--- src/rtl/gfx_pixel_writer_pkg.sv ---
// Shared constants, FSM state encoding and small helpers for the pixel writer.
package gfx_pixel_writer_pkg;

    localparam int DEF_FB_WIDTH   = 640;
    localparam int DEF_FB_HEIGHT  = 480;
    localparam int DEF_COLOR_BITS = 12;
    localparam int DEF_ADDR_BITS  = 20;
    localparam int DEF_DATA_BITS  = 16;
    localparam int CLIP_W         = 16;

    localparam logic [CLIP_W-1:0] CLIP_MAX = 16'hFFFF;

    typedef enum logic [1:0] {
        ST_IDLE = 2'd0,
        ST_REQ  = 2'd1,
        ST_ADDR = 2'd2,
        ST_WE   = 2'd3
    } wr_state_e;

    function automatic logic [CLIP_W-1:0] sat_inc(input logic [CLIP_W-1:0] val);
        logic [CLIP_W-1:0] res;
        if (val == CLIP_MAX) begin
            res = val;
        end else begin
            res = val + 16'd1;
        end
        return res;
    endfunction

endpackage

--- src/rtl/gfx_pixel_writer_if.sv ---
// Pixel stream, SRAM bus and status signals of the pixel writer.
interface gfx_pixel_writer_if
    import gfx_pixel_writer_pkg::*;
#(
    parameter int X_W        = $clog2(DEF_FB_WIDTH),
    parameter int Y_W        = $clog2(DEF_FB_HEIGHT),
    parameter int COLOR_BITS = DEF_COLOR_BITS,
    parameter int ADDR_BITS  = DEF_ADDR_BITS,
    parameter int DATA_BITS  = DEF_DATA_BITS
);
    logic                  pix_valid;
    logic                  pix_ready;
    logic [X_W-1:0]        pix_x;
    logic [Y_W-1:0]        pix_y;
    logic [COLOR_BITS-1:0] pix_color;
    logic                  pix_last;
    logic                  mem_req;
    logic                  mem_grant;
    logic [ADDR_BITS-1:0]  sram_addr;
    logic [DATA_BITS-1:0]  sram_wdata;
    logic                  sram_we_n;
    logic                  line_done;
    logic [CLIP_W-1:0]     clip_count;

    // Rasterizer plus arbiter side.
    modport master (
        output pix_valid, pix_x, pix_y, pix_color, pix_last, mem_grant,
        input  pix_ready, mem_req, sram_addr, sram_wdata, sram_we_n, line_done, clip_count
    );

    // Pixel writer side.
    modport slave (
        input  pix_valid, pix_x, pix_y, pix_color, pix_last, mem_grant,
        output pix_ready, mem_req, sram_addr, sram_wdata, sram_we_n, line_done, clip_count
    );

endinterface

--- src/rtl/gfx_pixel_fifo.sv ---
// Generic 2-entry synchronous FIFO; full/empty are registered flags so the
// producer-facing ready never depends combinationally on the consumer.
module gfx_pixel_fifo #(
    parameter int WIDTH = 8
) (
    input  logic             clk,
    input  logic             i_rst_n,
    input  logic             i_push,
    input  logic             i_pop,
    input  logic [WIDTH-1:0] i_wdata,
    output logic [WIDTH-1:0] o_rdata,
    output logic             o_full,
    output logic             o_empty
);

    logic [WIDTH-1:0] r_mem [2];
    logic             r_wr_ptr;
    logic             r_rd_ptr;
    logic [1:0]       r_count;
    logic             r_full;
    logic             r_empty;
    logic             w_do_push;
    logic             w_do_pop;
    logic [1:0]       w_count_nxt;

    assign w_do_push = i_push & ~r_full;
    assign w_do_pop  = i_pop & ~r_empty;

    // Occupancy update for every push/pop combination.
    always_comb begin
        w_count_nxt = r_count;
        case ({w_do_push, w_do_pop})
            2'b10:   w_count_nxt = r_count + 2'd1;
            2'b01:   w_count_nxt = r_count - 2'd1;
            default: w_count_nxt = r_count;
        endcase
    end

    // Storage, pointers and flags.
    always_ff @(posedge clk or negedge i_rst_n) begin
        if (!i_rst_n) begin
            r_mem[0] <= {WIDTH{1'b0}};
            r_mem[1] <= {WIDTH{1'b0}};
            r_wr_ptr <= 1'b0;
            r_rd_ptr <= 1'b0;
            r_count  <= 2'd0;
            r_full   <= 1'b0;
            r_empty  <= 1'b1;
        end else begin
            if (w_do_push) begin
                r_mem[r_wr_ptr] <= i_wdata;
                r_wr_ptr        <= ~r_wr_ptr;
            end
            if (w_do_pop) begin
                r_rd_ptr <= ~r_rd_ptr;
            end
            r_count <= w_count_nxt;
            r_full  <= (w_count_nxt == 2'd2);
            r_empty <= (w_count_nxt == 2'd0);
        end
    end

    assign o_rdata = r_mem[r_rd_ptr];
    assign o_full  = r_full;
    assign o_empty = r_empty;

endmodule

--- src/rtl/gfx_pixel_writer.sv ---
// Clips buffered rasterizer pixels to the framebuffer and turns each surviving
// pixel into one arbitrated external-SRAM write strobe.
module gfx_pixel_writer
    import gfx_pixel_writer_pkg::*;
#(
    parameter int FB_WIDTH   = DEF_FB_WIDTH,
    parameter int FB_HEIGHT  = DEF_FB_HEIGHT,
    parameter int COLOR_BITS = DEF_COLOR_BITS,
    parameter int ADDR_BITS  = DEF_ADDR_BITS,
    parameter int DATA_BITS  = DEF_DATA_BITS
) (
    input  logic              clk,
    input  logic              reset,
    gfx_pixel_writer_if.slave bus
);

    localparam int X_W   = $clog2(FB_WIDTH);
    localparam int Y_W   = $clog2(FB_HEIGHT);
    localparam int ENT_W = X_W + Y_W + COLOR_BITS + 1;

    logic [ENT_W-1:0]      w_push_data;
    logic [ENT_W-1:0]      w_head;
    logic                  w_push;
    logic                  w_pop;
    logic                  w_full;
    logic                  w_empty;
    logic [X_W-1:0]        w_head_x;
    logic [Y_W-1:0]        w_head_y;
    logic [COLOR_BITS-1:0] w_head_color;
    logic                  w_head_last;
    logic                  w_head_clip;
    logic [ADDR_BITS-1:0]  w_head_addr;
    logic                  w_load;
    logic                  w_clip_evt;

    wr_state_e             r_state;
    wr_state_e             w_state_nxt;
    logic [ADDR_BITS-1:0]  r_addr;
    logic [DATA_BITS-1:0]  r_wdata;
    logic                  r_last;
    logic                  r_mem_req;
    logic                  r_we_n;
    logic                  r_line_done;
    logic [CLIP_W-1:0]     r_clip_count;

    // y*FB_WIDTH as a sum of shifted copies of y, one per set bit of the constant.
    function automatic logic [ADDR_BITS-1:0] row_base(input logic [Y_W-1:0] y);
        logic [ADDR_BITS-1:0] acc;
        logic [ADDR_BITS-1:0] y_ext;
        acc   = {ADDR_BITS{1'b0}};
        y_ext = ADDR_BITS'(y);
        for (int i = 0; i < 32; i++) begin
            if (FB_WIDTH[i]) begin
                acc = acc + (y_ext << i);
            end else begin
                acc = acc;
            end
        end
        return acc;
    endfunction

    assign w_push      = bus.pix_valid & ~w_full;
    assign w_push_data = {bus.pix_last, bus.pix_color, bus.pix_y, bus.pix_x};

    gfx_pixel_fifo #(
        .WIDTH (ENT_W)
    ) u_fifo (
        .clk     (clk),
        .i_rst_n (reset),
        .i_push  (w_push),
        .i_pop   (w_pop),
        .i_wdata (w_push_data),
        .o_rdata (w_head),
        .o_full  (w_full),
        .o_empty (w_empty)
    );

    assign {w_head_last, w_head_color, w_head_y, w_head_x} = w_head;

    assign w_head_clip = (32'(w_head_x) >= FB_WIDTH) || (32'(w_head_y) >= FB_HEIGHT);
    assign w_head_addr = row_base(w_head_y) + ADDR_BITS'(w_head_x);

    // Next-state, pop and clip decisions.
    always_comb begin
        w_state_nxt = r_state;
        w_pop       = 1'b0;
        w_load      = 1'b0;
        w_clip_evt  = 1'b0;
        case (r_state)
            ST_IDLE: begin
                if (!w_empty) begin
                    w_pop = 1'b1;
                    if (w_head_clip) begin
                        w_clip_evt  = 1'b1;
                        w_state_nxt = ST_IDLE;
                    end else begin
                        w_load      = 1'b1;
                        w_state_nxt = ST_REQ;
                    end
                end else begin
                    w_state_nxt = ST_IDLE;
                end
            end
            ST_REQ: begin
                if (bus.mem_grant) begin
                    w_state_nxt = ST_ADDR;
                end else begin
                    w_state_nxt = ST_REQ;
                end
            end
            ST_ADDR: begin
                if (bus.mem_grant) begin
                    w_state_nxt = ST_WE;
                end else begin
                    w_state_nxt = ST_REQ;
                end
            end
            ST_WE: begin
                // The strobe always completes; grant is not consulted here.
                if (!w_empty) begin
                    w_pop = 1'b1;
                    if (w_head_clip) begin
                        w_clip_evt  = 1'b1;
                        w_state_nxt = ST_IDLE;
                    end else begin
                        w_load      = 1'b1;
                        w_state_nxt = ST_ADDR;
                    end
                end else begin
                    w_state_nxt = ST_IDLE;
                end
            end
            default: begin
                w_state_nxt = ST_IDLE;
            end
        endcase
    end

    // State register.
    always_ff @(posedge clk or negedge reset) begin
        if (!reset) begin
            r_state <= ST_IDLE;
        end else begin
            r_state <= w_state_nxt;
        end
    end

    // Write address/data/last captured at pop, held through ADDR and WE.
    always_ff @(posedge clk or negedge reset) begin
        if (!reset) begin
            r_addr  <= {ADDR_BITS{1'b0}};
            r_wdata <= {DATA_BITS{1'b0}};
            r_last  <= 1'b0;
        end else if (w_load) begin
            r_addr  <= w_head_addr;
            r_wdata <= DATA_BITS'(w_head_color);
            r_last  <= w_head_last;
        end
    end

    // Registered bus controls decoded from the next state.
    always_ff @(posedge clk or negedge reset) begin
        if (!reset) begin
            r_mem_req <= 1'b0;
            r_we_n    <= 1'b1;
        end else begin
            r_mem_req <= (w_state_nxt != ST_IDLE);
            r_we_n    <= (w_state_nxt != ST_WE);
        end
    end

    // Line completion pulse and saturating discard counter.
    always_ff @(posedge clk or negedge reset) begin
        if (!reset) begin
            r_line_done  <= 1'b0;
            r_clip_count <= {CLIP_W{1'b0}};
        end else begin
            r_line_done <= ((r_state == ST_WE) && r_last) || (w_clip_evt && w_head_last);
            if (w_clip_evt) begin
                r_clip_count <= sat_inc(r_clip_count);
            end
        end
    end

    assign bus.pix_ready  = ~w_full;
    assign bus.mem_req    = r_mem_req;
    assign bus.sram_addr  = r_addr;
    assign bus.sram_wdata = r_wdata;
    assign bus.sram_we_n  = r_we_n;
    assign bus.line_done  = r_line_done;
    assign bus.clip_count = r_clip_count;

endmodule

--- src/flat_wrapper.sv ---
// flat-port wrapper written by rule: the top's interface ports become plain ports
module gfx_pixel_writer_flat import gfx_pixel_writer_pkg::*;
#(
    parameter int FB_WIDTH   = DEF_FB_WIDTH,
    parameter int FB_HEIGHT  = DEF_FB_HEIGHT,
    parameter int COLOR_BITS = DEF_COLOR_BITS,
    parameter int ADDR_BITS  = DEF_ADDR_BITS,
    parameter int DATA_BITS  = DEF_DATA_BITS
)
  (clk, reset, bus_pix_valid, bus_pix_x, bus_pix_y, bus_pix_color, bus_pix_last, bus_mem_grant, bus_pix_ready, bus_mem_req, bus_sram_addr, bus_sram_wdata, bus_sram_we_n, bus_line_done, bus_clip_count);
  gfx_pixel_writer_if #(.COLOR_BITS(COLOR_BITS), .ADDR_BITS(ADDR_BITS), .DATA_BITS(DATA_BITS)) bus_i ();
  input  logic clk;
  input  logic reset;
  input wire logic [$bits(bus_i.pix_valid)-1:0] bus_pix_valid;
  input wire logic [$bits(bus_i.pix_x)-1:0] bus_pix_x;
  input wire logic [$bits(bus_i.pix_y)-1:0] bus_pix_y;
  input wire logic [$bits(bus_i.pix_color)-1:0] bus_pix_color;
  input wire logic [$bits(bus_i.pix_last)-1:0] bus_pix_last;
  input wire logic [$bits(bus_i.mem_grant)-1:0] bus_mem_grant;
  output wire logic [$bits(bus_i.pix_ready)-1:0] bus_pix_ready;
  output wire logic [$bits(bus_i.mem_req)-1:0] bus_mem_req;
  output wire logic [$bits(bus_i.sram_addr)-1:0] bus_sram_addr;
  output wire logic [$bits(bus_i.sram_wdata)-1:0] bus_sram_wdata;
  output wire logic [$bits(bus_i.sram_we_n)-1:0] bus_sram_we_n;
  output wire logic [$bits(bus_i.line_done)-1:0] bus_line_done;
  output wire logic [$bits(bus_i.clip_count)-1:0] bus_clip_count;
  assign bus_i.pix_valid = bus_pix_valid;
  assign bus_i.pix_x = bus_pix_x;
  assign bus_i.pix_y = bus_pix_y;
  assign bus_i.pix_color = bus_pix_color;
  assign bus_i.pix_last = bus_pix_last;
  assign bus_i.mem_grant = bus_mem_grant;
  assign bus_pix_ready = bus_i.pix_ready;
  assign bus_mem_req = bus_i.mem_req;
  assign bus_sram_addr = bus_i.sram_addr;
  assign bus_sram_wdata = bus_i.sram_wdata;
  assign bus_sram_we_n = bus_i.sram_we_n;
  assign bus_line_done = bus_i.line_done;
  assign bus_clip_count = bus_i.clip_count;
  gfx_pixel_writer #(.FB_WIDTH(FB_WIDTH), .FB_HEIGHT(FB_HEIGHT), .COLOR_BITS(COLOR_BITS), .ADDR_BITS(ADDR_BITS), .DATA_BITS(DATA_BITS)) u_core (.clk(clk), .reset(reset), .bus(bus_i));
endmodule
--- config.mk ---
export PLATFORM = sky130hd
export DESIGN_NAME = gfx_pixel_writer_flat
export DESIGN_NICKNAME = d
export VERILOG_FILES = /design/src/rtl/gfx_pixel_writer_pkg.sv /design/src/rtl/gfx_pixel_writer_if.sv /design/src/rtl/gfx_pixel_fifo.sv /design/src/rtl/gfx_pixel_writer.sv /design/src/flat_wrapper.sv
export SDC_FILE = /design/constraint.sdc
export NUM_CORES = 1
export LEC_CHECK = 0
export ABC_AREA = 1
export ABC_CLOCK_PERIOD_IN_PS = 3700
export CAP_MARGIN = 20
export CORE_ASPECT_RATIO = 2
export CORE_MARGIN = 1
export CORE_UTILIZATION = 45
export CTS_BUF_LIST = sky130_fd_sc_hd__clkbuf_4 sky130_fd_sc_hd__clkbuf_8
export CTS_CLUSTER_DIAMETER = 60
export CTS_CLUSTER_SIZE = 30
export DETAILED_ROUTE_END_ITERATION = 8
export PLACE_DENSITY_LB_ADDON = 0.1
export SLEW_MARGIN = 15
export SYNTH_ARGS = -nofsm -noshare
export SYNTH_HDL_FRONTEND = slang
export SYNTH_SLANG_ARGS = --single-unit
--- constraint.sdc ---
create_clock -name clk -period 3.7 [get_ports clk]
set_clock_uncertainty 0.1 [all_clocks]
set_input_delay 0.555 -clock clk [delete_from_list [all_inputs] [get_ports clk]]
set_output_delay 0.555 -clock clk [all_outputs]
set_load 0.05 [all_outputs]
After elaboration in Yosys (flattened, before gate mapping)
Cells that the tools add are included.

storage, ports and cells
  flip-flop bits (word level) = 124
  bits in latches = 0
  memory bits (writable) = 0
  bits in read-only memories = 0
  bits of input ports = 36
  output and inout port bits = 56
  logic and storage cells = 75
  memories kept = 0

operators by class
  $add $sub $neg = 5
  multipliers = 0
  div/mod/pow operators = 0
  $lt $le $gt $ge = 5
  equality and inequality tests = 8
  shift operators = 0
  multiplexer cells = 22
  bitwise logic cells = 10
  reductions and logical operators = 10

operators by type and width
  operator                                             number
  2-to-1 mux 32 bit                                    4
  bitwise mux 64 bit                                   1
  demux 32 bit (select 1 bit)                          1
  adder 20 x 10 -> 20 bit                              1
  adder 16 x 18 -> 19 bit                              1
  adder 16 x 1 -> 16 bit (second input constant)       1
  == test 16 bit (second input constant)               1
  >= comparator 10 bit (second input constant)         1
  2-to-1 mux 1 bit                                     10
  >= comparator 9 bit (second input constant)          1
  == test 2 bit (second input constant)                4
  2-to-1 mux 2 bit                                     4
  one-hot mux 2 bit (4 select lines)                   1
  inverter 1 bit                                       5
  == test 2 x 1 -> 1 bit (second input constant)       2
  >= comparator 2 bit (second input constant)          2
  zero test 2 bit                                      2
  inverter 1 -> 2 bit                                  2
  one-hot mux 2 bit (2 select lines)                   1
  bitwise AND 1 bit                                    3
  logical AND 1 bit                                    3
  adder 2 x 1 -> 2 bit (second input constant)         1
  logical OR 1 bit                                     2
  < comparator 2 x 1 -> 1 bit (second input constant)  1
  5 further kinds                                      5

Depth between registers and ports, before layout
  depth in word-level cells = 11
  gate-level depth with buffers = 22
  mapped depth without buffers = 19

Cells and area by module
A second synthesis with hierarchy kept.

second synthesis, totals
  cells, all modules = 763
  area, all modules = 6,198.4 µm²

by module, submodules not included
  module            instances  cells each  area each (µm²)  sequential area each (µm²)
  gfx_pixel_fifo    1          371         3,126.7          1,752.9
  gfx_pixel_writer  1          392         3,071.7          1,327.5

Worst setup path before layout
Ideal clock, no wire load.

  path kind = reg2reg
  from = register u_core.u_fifo.r_rd_ptr
  to = register u_core.r_addr[15], in the netlist u_core.bus.sram_addr[15]
  setup time = 0.127 ns
  arrival = 2.556 ns
  required time = 3.473 ns
  setup slack = 0.917 ns
  cell stages (with the launch flop) = 13
  path buffers = 3
  clock period less this slack = 2.783 ns
  cell sequence = dfrtp_1 -> buf_6 -> buf_6 -> clkbuf_1 -> o21ai_0 -> fa_1 -> inv_1 -> o21ai_0 -> nor2_1 -> nand3_1 -> nor2_1 -> xor2_1 -> o21ai_0

on the way
  cells in the longest elaborated chain, start to end = 9
  elaborated cells on any way between the ends = 12
  those cells by class = add/sub (2); order compare (2); mux (6); bitwise (1); reduce/logical (1)

ends and longest elaborated chain
  what                                                                             line                     source
  start: declaration                                                               gfx_pixel_fifo.sv:18     logic r_rd_ptr;
  start signal: assignment                                                         gfx_pixel_fifo.sv:55     r_rd_ptr <= ~r_rd_ptr;
  inverter 1 -> 2 bit (implied by the code) *                                      gfx_pixel_fifo.sv:63     assign o_rdata = r_mem[r_rd_ptr];
  2-to-1 mux 32 bit (implied by the code) * (3 in series)                          gfx_pixel_fifo.sv:63
  parallel branches: the longest is 5 deep, another holds adder 20 x 10 -> 20 bit  -
  end signal: assignment                                                           gfx_pixel_writer.sv:151  r_addr <= {ADDR_BITS{1'b0}};
  end signal: assignment                                                           gfx_pixel_writer.sv:155  r_addr <= w_head_addr;
  end: declaration                                                                 gfx_pixel_writer.sv:38   logic [ADDR_BITS-1:0] r_addr;

Mark *: on every way between the ends. The select of a mux whose other input is x is not followed.
A chain may end at the register's enable or synchronous reset.

Worst setup path in the final report
Same ends and word-level chain as after synthesis.

==> reports/metrics.yaml <==
run_status:
  status: "finished clean"
finish:
  fin_area_sq_um: 7630
  syn_to_final_growth_pct: 22.2
  fin_nets: 886
  final_layout_size_suffix_gt1_share_pct: 11.1
  finalNonFillerCells: 1000
  n_antenna_cell: 0
floorplan:
  dieHeight_um: 169
  io_pins: 92
  fp.coreArea_sq_um: 13500
  rows: 60
  die_width_um: 85.3
  start_util_pct: 46.2
  dieArea_sq_um: 14400
global_routing:
  grt_pass1_wl_um: 23500
  use_met2_pct: 38.0
  gr-usage-met1_pct: 23.7
  grt_pass1_vias: 5029
  use_met3_pct: 3.36
  grt_start_max_net_pins: 54
  antenna_found_initial: 0
  overflow: 0
  busiest_layer: "met2"
  grt_use_total_pct: 20.6
cts:
  hold_buffers: 0
  cts_buffers: 17
  clk_latency_ns: 0.43
  clockBufferDepth: 2
  h-tree-depth: 4
  clock-root-buffer: "clkbuf_8"
  ctsResizeCount: 0
  clk_pin_slew_worst_paths_ns: 0.09
  postCtsSetupBuffers: 0
  cts.sinks: 124
  tritoncts: "yes"
route:
  vias_per_cell: 4.99
  drt_first_pass_iters: 4
  initialDrtViolationCount: 246
  wirelength_um: 13600
  wl_per_cell_um: 13.6
  vias: 4990
  drc_errors: 0
  antenna_left: 0
synthesis:
  synth_top_family_by_area: "simple AND/OR/NAND/NOR gates"
  ys_types: 36
  seq_area_frac_synth_pct: 49.7
  yosys.area_share.simple_pct: 24.4
  postSynthCellCount: 746
  netlist_area_sq_um: 6250
  synth_warnings: 0
  synth_compound_area_share_pct: 10.9
  synthAdderAreaFrac_pct: 3.85
  muxShareOfSynthArea_pct: 0
  avgSynthCellArea_sq_um: 8.37
  synth_xor_area_share_pct: 2.66
  ys_ff_latch: 124
timing:
  rsz0062_at_grt: "false"
  setup_violations: 0
  hold_viol: 0
  slew_headroom_pct: 54.4
  tightest_slew_ns: 0.683
  max_freq_ghz: 0.320
  finalCriticalPeriod_ns: 3.13
  fin_crit_sh_pct: 84.6
  slew_violations: 0
  whs_ns: 0.0564
  setup_tns_ns: 0
place:
  port_buffers: 87
  dp_hpwl_um: 9640
  place_inst: 968
  dpl_cell_area_sq_um: 7190
  place_congestion: 0.858
hold_path:
  hold_path_class: "input pin to async pin"
pwr:
  pwr-share-clk_pct: 16.1
  leakagePower_nw: 3.73
  p_comb_share_pct: 55.5
  power_frac_seq_pct: 28.4
  power_mw: 8.16
  switching_share_pct: 48.7
  netSwitchingPower_mw: 3.97
  powerDensity_nw_per_um2: 1070
  intPower_mw: 4.19
  ir_worst_vdd_mv: 0.515
job:
  max-cap-violations: 0
setup_path:
  critPathRequiredTime_ns: 3.89
  crit_arrival_ns: 3.32
  critPathLaunchType: "flip-flop"
  cp_max_fo: 31
  crit_path_end_kind: "flip-flop"
  critical_path_class: "flip-flop to flip-flop"
## worst paths after layout
| path | startpoint | to | slack, ns | cells past startpoint |
|---|---|---|---|---|
| setup / recovery | u_core.u_fifo.r_rd_ptr | u_core.bus.sram_addr[15] | 0.57 | 11 |
| hold / removal | reset | u_core.bus.sram_addr[9] | 0.06 | 1 |
| setup reg to reg | u_core.u_fifo.r_rd_ptr | u_core.bus.sram_addr[15] | 0.57 | 11 |
| hold reg to reg | u_core.r_last | u_core.r_last | 0.38 | 2 |
| max in group asynchronous | reset | u_core.u_fifo.o_empty | 2.60 | 2 |
| min in group clk | u_core.r_last | u_core.r_last | 0.38 | 2 |
## routing by layer
| layer | vias up | share of wire (%) |
|---|---|---|
| li1 | 2522 | - |
| met1 | 2354 | 42 |
| met2 | 97 | 53 |
| met3 | 17 | 2.9 |
| met4 | 0 | 1.8 |
| met5 | - | 0 |
## power by group through the flow
| stage | clock, mW | combinational (mW) | sequential, mW |
|---|---|---|---|
| after floorplan | 0 | 2.95 | 2.90 |
| after global placement | 0 | 4.46 | 2.32 |
| after detailed placement | 0 | 4.56 | 2.35 |
| after CTS | 1.34 | 4.58 | 2.33 |
| after global routing | 1.42 | 5.08 | 2.40 |
| final | 1.31 | 4.53 | 2.32 |
## cell usage in the layout (no fill, tap or decap), types with 4 or more instances in the layout
| master | n |
|---|---|
| o31ai_1 | 9 |
| inv_1 | 80 |
| nand2_1 | 217 |
| conb_1 | 4 |
| inv_6 | 5 |
| o21ai_1 | 4 |
| inv_8 | 4 |
| nand4_1 | 6 |
| o31ai_2 | 10 |
| ha_1 | 16 |
| o21ai_0 | 73 |
| nand3_1 | 32 |
| or2_2 | 5 |
| xor2_1 | 13 |
| clkdlybuf4s50_1 | 86 |
| xnor2_1 | 6 |
| nand3_2 | 5 |
| buf_4 | 8 |
| dfrtp_1 | 122 |
| o21ai_2 | 5 |
| nand2_2 | 17 |
| nor2_1 | 68 |
| a21oi_1 | 8 |
| clkbuf_8 | 17 |
## Yosys cell counts, drive strengths merged
| master | n | area (sq um) |
|---|---|---|
| nand3 | 37 | 205 |
| a21oi | 9 | 48.8 |
| xnor2 | 6 | 52.6 |
| buf | 14 | 139 |
| conb | 1 | 3.75 |
| nor4 | 2 | 12.5 |
| a22o | 1 | 8.76 |
| dfstp | 2 | 52.6 |
| nand2 | 235 | 932 |
| inv | 84 | 323 |
| nor3 | 3 | 20.0 |
| o31ai | 19 | 193 |
| dfrtp | 122 | 3050 |
| nor2 | 70 | 287 |
| xor2 | 13 | 114 |
| clkbuf | 17 | 63.8 |
| fa | 2 | 40.0 |
| ha | 16 | 200 |
| or2 | 5 | 31.3 |
| nand4 | 6 | 37.5 |
| o21ai | 82 | 429 |
## final cells by class
class	count	area [sq um]
inverter	84	323
fill	1281	5880
tap	155	194
multi-input combinational	510	2630
clock inverter	15	203
clock buffer	17	234
timing repair buffer	95	941
sequential	124	3110
## state kept, by name, indices dropped and copies added, names as in the netlist
signal and count:
u_core.bus.clip_count 16, u_core.bus.line_done 1, u_core.bus.mem_req 1, u_core.bus.sram_addr 20, u_core.bus.sram_wdata 12, u_core.bus.sram_we_n 1
u_core.r_last 1, u_core.r_state 2, u_core.u_fifo.o_empty 1, u_core.u_fifo.o_full 1, u_core.u_fifo.r_count 2, u_core.u_fifo.r_mem 64
u_core.u_fifo.r_rd_ptr 1, u_core.u_fifo.r_wr_ptr 1
## metrics by stage
stage | setup WS [ns] | utilization [%]
after floorplan | 0.917 | -
after global placement | 0.644 | 53.2
after detailed placement | 0.546 | 53.2
after CTS | 0.521 | 56.5
after global routing | 0.205 | 56.5
final | 0.571 | 56.5
## worst max-delay path, stage by stage, from the launching register on
cell	delay, ns
dfrtp_1	0.61
inv_4	0.24
or2_2	0.33
o21ai_0	0.23
fa_1	0.53
inv_1	0.10
o21ai_0	0.13
nor2_1	0.15
nand3_1	0.11
nor2_1	0.22
xor2_1	0.16
o21ai_0	0.08
## cells by family (layout without fill, tap and decap cells)
group	count (synthesis)	in the layout
and+or+nand+nor	358	358
DFF	124	124
buffers and inverters	115	211
AOI/OAI and AO/OA	111	111
xor gates and xnor gates	19	19
adders and majority gates	18	18
other	1	4
Note: power is estimated with default switching activity, not from simulation.
